[src/rtl/alu_if.sv]
// -----------------------------------------------------------------------------
// alu_if
//   Groups the operand/opcode inputs and the registered result outputs of the
//   4-bit ALU. The clock and reset are not part of the bundle; they stay as
//   plain ports on the ALU.
//
//   Signals
//     A        [3:0]  operand A
//     B        [3:0]  operand B
//     CarryIN         carry/borrow-in, also the bit shifted in by rotates
//     opCodeA  [2:0]  operation select
//     Y        [3:0]  registered result
//     CarryOUT        registered carry-out / shifted-out bit
//     overflow        registered two's-complement overflow flag
//
//   Modports
//     master : the side that drives operands and observes results
//     slave  : the ALU itself
// -----------------------------------------------------------------------------
interface alu_if;
  logic [3:0] A;
  logic [3:0] B;
  logic       CarryIN;
  logic [2:0] opCodeA;
  logic [3:0] Y;
  logic       CarryOUT;
  logic       overflow;

  modport master (
    output A, B, CarryIN, opCodeA,
    input  Y, CarryOUT, overflow
  );

  modport slave (
    input  A, B, CarryIN, opCodeA,
    output Y, CarryOUT, overflow
  );
endinterface

[src/rtl/alu.sv]
// -----------------------------------------------------------------------------
// alu
//   4-bit registered arithmetic/logic unit. The result, carry and signed
//   overflow are computed combinationally from the operands and registered on
//   every rising clock edge, so each result appears one clock after its
//   operands are sampled. A new operation is accepted every cycle.
//
//   Ports
//     clk   in   rising-edge clock
//     rst   in   asynchronous, active-high reset; clears Y, CarryOUT, overflow
//     bus   slave side of alu_if (A, B, CarryIN, opCodeA in; Y, CarryOUT,
//           overflow out)
//
//   Opcodes
//     000 ADD  {C,R} = A + B + CarryIN
//     001 SUB  {C,R} = A + ~B + CarryIN   (CarryIN=1 gives A-B, C=1 = no borrow)
//     010 AND  011 OR  100 XOR  101 NOT(A)
//     110 RLC  R = {A[2:0],CarryIN}, C = A[3]
//     111 RRC  R = {CarryIN,A[3:1]}, C = A[0]
// -----------------------------------------------------------------------------
module alu (
  input  logic  clk,
  input  logic  rst,
  alu_if.slave  bus
);

  typedef enum logic [2:0] {
    OP_ADD = 3'b000,
    OP_SUB = 3'b001,
    OP_AND = 3'b010,
    OP_OR  = 3'b011,
    OP_XOR = 3'b100,
    OP_NOT = 3'b101,
    OP_RLC = 3'b110,
    OP_RRC = 3'b111
  } op_e;

  op_e        op_s;
  logic [4:0] add_sum_s;
  logic [4:0] sub_sum_s;

  logic [3:0] y_d;
  logic       c_d;
  logic       v_d;

  logic [3:0] y_q;
  logic       c_q;
  logic       v_q;

  assign op_s = op_e'(bus.opCodeA);

  // Subtraction reuses the adder form with B inverted; bit 4 is the carry
  // (1 = no borrow when CarryIN=1).
  assign add_sum_s = {1'b0, bus.A} + {1'b0, bus.B}  + {4'b0000, bus.CarryIN};
  assign sub_sum_s = {1'b0, bus.A} + {1'b0, ~bus.B} + {4'b0000, bus.CarryIN};

  // Next result, carry and overflow for the selected operation.
  always_comb begin
    y_d = 4'b0000;
    c_d = 1'b0;
    v_d = 1'b0;
    case (op_s)
      OP_ADD: begin
        y_d = add_sum_s[3:0];
        c_d = add_sum_s[4];
        // Overflow: like-signed operands producing a differently-signed result.
        v_d = (bus.A[3] == bus.B[3]) & (add_sum_s[3] != bus.A[3]);
      end
      OP_SUB: begin
        y_d = sub_sum_s[3:0];
        c_d = sub_sum_s[4];
        // Overflow: unlike-signed operands and result sign differs from A.
        v_d = (bus.A[3] != bus.B[3]) & (sub_sum_s[3] != bus.A[3]);
      end
      OP_AND: y_d = bus.A & bus.B;
      OP_OR:  y_d = bus.A | bus.B;
      OP_XOR: y_d = bus.A ^ bus.B;
      OP_NOT: y_d = ~bus.A;
      OP_RLC: begin
        y_d = {bus.A[2:0], bus.CarryIN};
        c_d = bus.A[3];
      end
      OP_RRC: begin
        y_d = {bus.CarryIN, bus.A[3:1]};
        c_d = bus.A[0];
      end
      default: begin
        y_d = 4'b0000;
        c_d = 1'b0;
        v_d = 1'b0;
      end
    endcase
  end

  // Output registers; reset clears them immediately, independent of clk.
  always_ff @(posedge clk or posedge rst) begin
    if (rst) begin
      y_q <= 4'b0000;
      c_q <= 1'b0;
      v_q <= 1'b0;
    end else begin
      y_q <= y_d;
      c_q <= c_d;
      v_q <= v_d;
    end
  end

  assign bus.Y        = y_q;
  assign bus.CarryOUT = c_q;
  assign bus.overflow = v_q;

endmodule

[src/flat_wrapper.sv]
// flat-port wrapper written by rule: the top's interface ports become plain ports
module alu_flat 
  (clk, rst, bus_A, bus_B, bus_CarryIN, bus_opCodeA, bus_Y, bus_CarryOUT, bus_overflow);
  alu_if bus_i ();
  input  logic clk;
  input  logic rst;
  input wire logic [$bits(bus_i.A)-1:0] bus_A;
  input wire logic [$bits(bus_i.B)-1:0] bus_B;
  input wire logic [$bits(bus_i.CarryIN)-1:0] bus_CarryIN;
  input wire logic [$bits(bus_i.opCodeA)-1:0] bus_opCodeA;
  output wire logic [$bits(bus_i.Y)-1:0] bus_Y;
  output wire logic [$bits(bus_i.CarryOUT)-1:0] bus_CarryOUT;
  output wire logic [$bits(bus_i.overflow)-1:0] bus_overflow;
  assign bus_i.A = bus_A;
  assign bus_i.B = bus_B;
  assign bus_i.CarryIN = bus_CarryIN;
  assign bus_i.opCodeA = bus_opCodeA;
  assign bus_Y = bus_i.Y;
  assign bus_CarryOUT = bus_i.CarryOUT;
  assign bus_overflow = bus_i.overflow;
  alu u_core (.clk(clk), .rst(rst), .bus(bus_i));
endmodule
[config.mk]
export PLATFORM = sky130hd
export DESIGN_NAME = alu_flat
export DESIGN_NICKNAME = d
export VERILOG_FILES = /design/src/rtl/alu_if.sv /design/src/rtl/alu.sv /design/src/flat_wrapper.sv
export SDC_FILE = /design/constraint.sdc
export NUM_CORES = 1
export LEC_CHECK = 0
export ABC_AREA = 1
export CORE_ASPECT_RATIO = 0.5
export CORE_MARGIN = 5
export CORE_UTILIZATION = 25
export CTS_BUF_LIST = sky130_fd_sc_hd__clkbuf_2 sky130_fd_sc_hd__clkbuf_4 sky130_fd_sc_hd__clkbuf_8
export DETAILED_ROUTE_END_ITERATION = 8
export PLACE_DENSITY = 0.44
export SKIP_CTS_REPAIR_TIMING = 1
export SKIP_LAST_GASP = 1
export SYNTH_ARGS = -nofsm -noshare
export SYNTH_HDL_FRONTEND = slang
export SYNTH_SLANG_ARGS = --single-unit
export TNS_END_PERCENT = 100
[constraint.sdc]
create_clock -name clk -period 0.85 [get_ports clk]
set_input_delay 0.1275 -clock clk [delete_from_list [all_inputs] [get_ports clk]]
set_output_delay 0.1275 -clock clk [all_outputs]
set_load 0.005 [all_outputs]
==> results of run 1 <==
==> worst max path at each step <==
stage | to | slack, ns | depth (start not counted)
2_1_floorplan | u_core.bus.Y[1]$_DFF_PP0_ | -0.56 | 6
3_3_place_gp | u_core.bus.CarryOUT$_DFF_PP0_ | -1.22 | 9
3_5_place_dp | u_core.bus.CarryOUT$_DFF_PP0_ | -1.23 | 9
4_1_cts | u_core.bus.CarryOUT$_DFF_PP0_ | -1.01 | 9
5_1_grt | u_core.bus.CarryOUT$_DFF_PP0_ | -0.58 | 10
6_report | u_core.bus.CarryOUT$_DFF_PP0_ | -0.52 | 10
==> final cells by class <==
class,count,share of cell area [%]
inverters,24,6.45
repair buffers,57,31.3
clock buffers,3,2.66
flip-flops and latches,6,9.67
well taps,51,4.11
multi-input cells,96,45.8
==> cell usage after synthesis (2+ instances only) <==
library cell,count
sky130_fd_sc_hd__nor3_1,2
sky130_fd_sc_hd__nand3_2,3
sky130_fd_sc_hd__o21ai_0,4
sky130_fd_sc_hd__nor2_1,21
sky130_fd_sc_hd__nand4_1,6
sky130_fd_sc_hd__inv_1,20
sky130_fd_sc_hd__a21oi_1,2
sky130_fd_sc_hd__inv_2,3
sky130_fd_sc_hd__nand3b_1,2
sky130_fd_sc_hd__o22ai_1,6
sky130_fd_sc_hd__buf_6,2
sky130_fd_sc_hd__ha_1,11
sky130_fd_sc_hd__dfrtp_1,6
sky130_fd_sc_hd__fa_1,4
sky130_fd_sc_hd__nand2_1,17
sky130_fd_sc_hd__nand3_1,15
==> per-stage QoR <==
stage,setup TNS [ns],total power [mW],std cells,cell area [µm²],utilization [%]
6_report,-2.24,1.52,237,1550,45.5
5_1_grt,-2.67,1.61,237,1550,45.5
4_1_cts,-6.95,1.44,232,1420,41.5
3_5_place_dp,-6.90,0.986,229,1380,40.3
3_3_place_gp,-6.82,0.991,229,1380,40.3
2_1_floorplan,-2.48,0.635,128,896,-
==> state kept, by name, indices dropped and copies added (netlist names) <==
| name | cells |
|---|---|
| u_core.bus.Y | 4 |
| u_core.bus.CarryOUT | 1 |
| u_core.bus.overflow | 1 |
==> where the power goes <==
part	switching, mW	internal, mW
clock	0.141	0.306
combinational	0.371	0.368
sequential	0.0127	0.322
==> worst max-delay path, stage by stage <==
cell,delay (ns)
sky130_fd_sc_hd__buf_8,0.07
sky130_fd_sc_hd__inv_4,0.03
sky130_fd_sc_hd__buf_6,0.11
sky130_fd_sc_hd__fa_2,0.37
sky130_fd_sc_hd__fa_2,0.41
sky130_fd_sc_hd__inv_2,0.07
sky130_fd_sc_hd__a21oi_2,0.06
sky130_fd_sc_hd__o21ai_1,0.13
sky130_fd_sc_hd__nand2_1,0.06
sky130_fd_sc_hd__nand3b_1,0.07
==> logic make-up (layout without fill, tap and decap cells) <==
logic type               Yosys count  after routing  synth area share (%)
buffers and inverters             26             84                  13.0
adder cells (fa/ha/maj)           15             15                  24.6
flip-flops                         6              6                  17.0
AND/OR/NAND/NOR                   68             68                  36.7
AO/OA/AOI/OAI                     13             13                  8.64
==> routing by layer <==
layer | GRT usage, % | wire length, µm | up-vias
met1 | 18.7 | 1580 | 469
met3 | 2.02 | 195 | 4
met5 | 0 | 0 | -
met2 | 17.2 | 1270 | 26
met4 | 3.60 | 23 | 0
li1 | - | - | 537
==> flow_summary.rst, run 1 <==
.. list-table::
   :header-rows: 1

   * - Metric
     - Value
   * - Leakage power figure
     - 0.833 nW
   * - Maximum fanout count along the critical path
     - 3
   * - Hold Path Class
     - primary input to async pin
   * - Clock transition at the registers of the reported paths
     - 0.04 ns
   * - Leading area contributor after synthesis
     - sky130_fd_sc_hd__dfrtp_1
   * - Register area
     - 150 µm²
   * - Initial antenna violation count
     - 0
   * - PD cells
     - 979 nW/µm²
   * - Number of nets in the synthesized netlist
     - 157
   * - Number of clock buffers inserted by TritonCTS
     - 3
   * - Core outline area
     - 3420 µm²
   * - Highest clock frequency the design can meet
     - 731 MHz
   * - Number of library cell types mapped by synthesis
     - 20
   * - Area taken by multi-input logic gates
     - 711 µm²
   * - Area Growth Syn to Fin
     - 75.8%
   * - Final worst hold slack
     - 0.121 ns
   * - Vias per inst
     - 4.37
   * - Layout cell share with drive strength beyond 1
     - 47.3%
   * - Count of unresolved DRC violations after routing
     - 0
   * - Total via count in the routed design
     - 1036
   * - Clock net sink count
     - 6
   * - Total Routed Length
     - 3.07 mm
   * - Number of I/O port buffers
     - 19
   * - Global Route Usage Sum
     - 12.2%
   * - GR Overflow Total
     - 0
   * - Global placement routability congestion
     - 0.833
   * - Netlist area before placement
     - 883 µm²
   * - Setup repair after global routing missed its margin
     - yes
   * - Ys flop type
     - sky130_fd_sc_hd__dfrtp_1
   * - Slack of the critical path
     - -0.519 ns
   * - Antenna diode count
     - 0
   * - Top library cells by usage in the layout, fill and taps aside
     - 35 x sky130_fd_sc_hd__buf_4, 18 x sky130_fd_sc_hd__nor2_1, 14 x sky130_fd_sc_hd__nand3_1, 14 x sky130_fd_sc_hd__nand2_1, 12 x sky130_fd_sc_hd__inv_2
   * - Final Setup Violations
     - 6
   * - Worst Max-Slew Pin Slew
     - 0.323 ns
   * - 1st-iter DRT viols
     - 39
   * - Crit start category
     - primary input
   * - Wire length of the first global-routing pass
     - 4.44 mm
   * - Top cells by area, synth
     - sky130_fd_sc_hd__dfrtp_1 17%, sky130_fd_sc_hd__ha_1 16%, sky130_fd_sc_hd__fa_1 9.1%
   * - Fill cell count
     - 378
   * - Number of synthesis warnings
     - 0
   * - Standard-cell rows
     - 15
   * - Clock root buffer
     - sky130_fd_sc_hd__clkbuf_8
   * - Violated checks
     - setup timing
   * - Number of global-route vias before repair
     - 902
   * - Initial standard-cell utilization of the core
     - 25.9%
   * - Largest net degree at the start of global routing
     - 8
   * - DP Worst Slack
     - -1.23 ns
   * - Synthesized instance count
     - 128
   * - Outcome
     - finished, violations left
   * - Deepest clock path buffer count
     - 2
   * - TritonCTS clock tree
     - built
   * - Max-slew violations
     - 0
   * - Half-perimeter wire length after placement
     - 2.35 mm
   * - Worst rel slew slack
     - 78.4%
   * - Fraction of the yosys area taken by sequential cells
     - 17.0%
   * - Antenna Violating Nets Remaining
     - 0
   * - Final period util
     - 161%
   * - Max-cap violations
     - 0
   * - Die Span Y
     - 52.0 µm
   * - Element type at the critical path end
     - register
   * - Critical path data required time
     - 1.01 ns
   * - Arrival time of data at the critical path endpoint
     - 1.53 ns
   * - Die span in x
     - 94.1 µm
   * - Synth Area per Inst
     - 6.90 µm²
   * - Endpoints failing hold
     - 0
   * - TritonRoute pass-1 iters
     - 4
   * - Most frequent standard cell in the layout excluding fill and tap cells
     - sky130_fd_sc_hd__buf_4
   * - Launch point of the critical path
     - bus_A[0]
   * - Fraction of synthesized cell area taken by the top area cell type
     - 17.0%
   * - Number of storage elements in the synthesis netlist
     - 6
   * - Boundary pin count
     - 20
   * - Area of the die
     - 4890 µm²
   * - Time the worst path needs with I/O delays and setup
     - 1.37 ns
   * - Ys async rst share
     - 100%
   * - Number of flops mapped to enable cells by yosys
     - 0
   * - Peak VDD IR
     - 0.326 mV
   * - Kind of critical path
     - primary input to register
   * - NumNets Final
     - 217
   * - Routed len/inst
     - 12.9 µm
   * - H-tree depth
     - 1
Note: power is estimated with default switching activity, not from simulation.
==> run 2, diff against run 1 <==
--- a/config.mk
+++ b/config.mk
@@ -11,6 +11,7 @@
 export CORE_UTILIZATION = 25
 export CTS_BUF_LIST = sky130_fd_sc_hd__clkbuf_2 sky130_fd_sc_hd__clkbuf_4 sky130_fd_sc_hd__clkbuf_8
 export DETAILED_ROUTE_END_ITERATION = 8
+export GPL_ROUTABILITY_DRIVEN = 0
 export PLACE_DENSITY = 0.44
 export SKIP_CTS_REPAIR_TIMING = 1
 export SKIP_LAST_GASP = 1
==> results of run 2 <==
The final DEF is identical to that of run 1; final timing and power are the same.
==> run 3, diff against run 2 <==
==> constraint.sdc (replaced) <==
create_clock -name clk -period 1.75 [get_ports clk]
set_input_delay 0.2625 -clock clk [delete_from_list [all_inputs] [get_ports clk]]
set_output_delay 0.2625 -clock clk [all_outputs]
set_load 0.005 [all_outputs]
==> flow_summary.rst, run 3 (same netlist as run 1, synthesis figures left out) <==
.. list-table::
   :header-rows: 1

   * - Metric
     - Value
   * - Fill cell count
     - 370 (-2.1%)
   * - Outcome
     - complete, no violations
   * - H-tree depth
     - 1 (unchanged)
   * - 1st-iter DRT viols
     - 22 (-44%)
   * - Delay of the slowest critical-path stage
     - 0.57 ns (+0.16 ns)
   * - Switching power
     - 0.223 mW (-58%)
   * - TritonCTS clock tree
     - built
   * - Core outline area
     - 3420 µm² (unchanged)
   * - Final Power
     - 0.689 mW (-55%)
   * - Number of clock buffers inserted by TritonCTS
     - 3 (unchanged)
   * - Most Frequent Cell on Critical Path
     - sky130_fd_sc_hd__fa_2
   * - Deepest clock path buffer count
     - 2 (unchanged)
   * - Arrival time of data at the critical path endpoint
     - 1.74 ns (+0.21 ns)
   * - Vias per inst
     - 4.44 (+1.7%)
   * - Clock root buffer
     - sky130_fd_sc_hd__clkbuf_8
   * - Critical path data required time
     - 1.83 ns (+0.82 ns)
   * - Layout cell share with drive strength beyond 1
     - 28.7% (-19 points)
   * - Combined buffer and inverter count along the critical path
     - 4 (unchanged)
   * - Flip-flop count of the largest register after layout
     - 4 (unchanged)
   * - Switching power share of the total
     - 32.3% (-2.2 points)
   * - Count of unresolved DRC violations after routing
     - 0 (unchanged)
   * - Internal power component
     - 0.466 mW (-53%)
   * - Kind of critical path
     - primary input to register
   * - Global Route Usage Sum
     - 11.5% (-0.73 points)
   * - Final Setup Violations
     - 0 (-6)
   * - Area of placed instances
     - 1300 µm² (-5.3%)
   * - Power share of the sequential group
     - 23.5% (+1.5 points)
   * - NumNets Final
     - 205 (-5.5%)
   * - Endpoints failing hold
     - 0 (unchanged)
   * - TritonRoute pass-1 iters
     - 4 (unchanged)
   * - Worst Max-Slew Pin Slew
     - 0.324 ns (+0.00125 ns)
   * - Die Span Y
     - 52.0 µm (unchanged)
   * - Antenna Violating Nets Remaining
     - 0 (unchanged)
   * - Category of cells accounting for the largest share of critical-path delay
     - adder cells
   * - GR Overflow Total
     - 0 (unchanged)
   * - Number of I/O port buffers
     - 19 (unchanged)
   * - Worst rel slew slack
     - 78.2% (-0.21 points)
   * - Area Growth Syn to Fin
     - 57.8%
   * - Leakage power figure
     - 0.711 nW (-15%)
   * - Max-cap violations
     - 0 (unchanged)
   * - Total Routed Length
     - 2.75 mm (-10%)
   * - Critical-path cell list
     - dlymetal6s2s_1 -> inv_2 -> buf_4 -> fa_2 -> fa_2 -> inv_1 -> nand2_2 -> nand3_2
   * - Die span in x
     - 94.1 µm (unchanged)
   * - Antenna diode count
     - 0 (unchanged)
   * - Highest clock frequency the design can meet
     - 601 MHz
   * - Number of global-route vias before repair
     - 937 (+3.9%)
   * - Wire length of the first global-routing pass
     - 4.36 mm (-1.9%)
   * - Routed len/inst
     - 12.2 µm (-5.7%)
   * - Time the worst path needs with I/O delays and setup
     - 1.66 ns
   * - Largest net degree at the start of global routing
     - 8 (unchanged)
   * - Clock group share of total power
     - 30.6% (+1.2 points)
   * - Initial standard-cell utilization of the core
     - 25.9% (unchanged)
   * - Standard-cell rows
     - 15 (unchanged)
   * - Top library cells by usage in the layout, fill and taps aside
     - 26 x sky130_fd_sc_hd__buf_4, 20 x sky130_fd_sc_hd__nor2_1, 17 x sky130_fd_sc_hd__inv_1
   * - PD cells
     - 494 nW/µm² (-50%)
   * - Most frequent standard cell in the layout excluding fill and tap cells
     - sky130_fd_sc_hd__buf_4
   * - Share of power burned in combinational logic
     - 46.0% (-2.6 points)
   * - Boundary pin count
     - 20 (unchanged)
   * - Critical-path top delay cell
     - sky130_fd_sc_hd__fa_2
   * - Maximum fanout count along the critical path
     - 3 (unchanged)
   * - Final period util
     - 95.1%
   * - Area of the die
     - 4890 µm² (unchanged)
   * - Total via count in the routed design
     - 1000 (-3.5%)
   * - Cell area after layout
     - 1390 µm² (-10%)
   * - Element type at the critical path end
     - register
   * - Initial antenna violation count
     - 0 (unchanged)
   * - Crit start category
     - primary input
   * - Peak VDD IR
     - 0.141 mV (-57%)
   * - Half-perimeter wire length after placement
     - 2.29 mm (-2.5%)
   * - Clock transition at the registers of the reported paths
     - 0.04 ns (about the same)
   * - Clock net sink count
     - 6 (unchanged)
   * - Max-slew violations
     - 0 (unchanged)
   * - Setup repair after global routing missed its margin
     - no
   * - Hold Path Class
     - primary input to async pin
[run 3: cell types whose count changed in the layout (fill, tap and decap cells not counted), sizes merged]
cell	previous run	this run
buf	41	26
clkdlybuf4s50	1	16
dlymetal6s2s	9	3
clkbuf	9	3
[run 3: layout make-up]
class / count / area, µm² / area share (%)
multi-input combinational: 96 / 653 / 46.9
timing repair buffer: 45 / 393 / 28.2
sequential: 6 / 150 / 10.8
inverter: 24 / 92.6 / 6.64
tap: 51 / 63.8 / 4.58
clock buffer: 3 / 41.3 / 2.96
[run 3: path summary, 6_finish.rpt]
check | startpoint | endpoint | slack, ns | cells after the start
max in group asynchronous | rst | u_core.bus.Y[1]$_DFF_PP0_ | 1.27 | 2
max | bus_A[0] | u_core.bus.Y[1]$_DFF_PP0_ | 0.09 | 8
min | rst | u_core.bus.Y[2]$_DFF_PP0_ | 0.26 | 2
min in group clk | bus_CarryIN | u_core.bus.Y[0]$_DFF_PP0_ | 0.65 | 6
[run 3: through the flow]
step	util (%)	instances	hold slack [ns]	setup slack [ns]	setup TNS, ns
finish	40.8	225	0.264	0.0852	0
global route	40.8	225	0.315	0.00199	0
CTS	39.3	224	0.274	-0.309	-0.890
detailed placement	38.1	221	0.503	-0.528	-2.20
global placement	38.1	221	0.508	-0.508	-2.09
floorplan	-	128	0.0535	0.129	0
[run 3: per-layer routing]
metal	vias to the layer above	global-route usage (%)	share of wire, %	wire [µm]
met4	0	2.40	0	0
li1	511	-	-	-
met3	0	2.75	9.4	259
met1	453	17.1	51	1410
met5	-	0	0	0
met2	36	16.6	39	1080
[run 3: power by group through the flow]
stage / clock (mW) / sequential, mW / combinational (mW)
6_report: 0.211 / 0.162 / 0.316
5_1_grt: 0.214 / 0.164 / 0.351
4_1_cts: 0.215 / 0.162 / 0.299
3_5_place_dp: 0 / 0.164 / 0.297
3_3_place_gp: 0 / 0.164 / 0.300
2_1_floorplan: 0 / 0.165 / 0.140
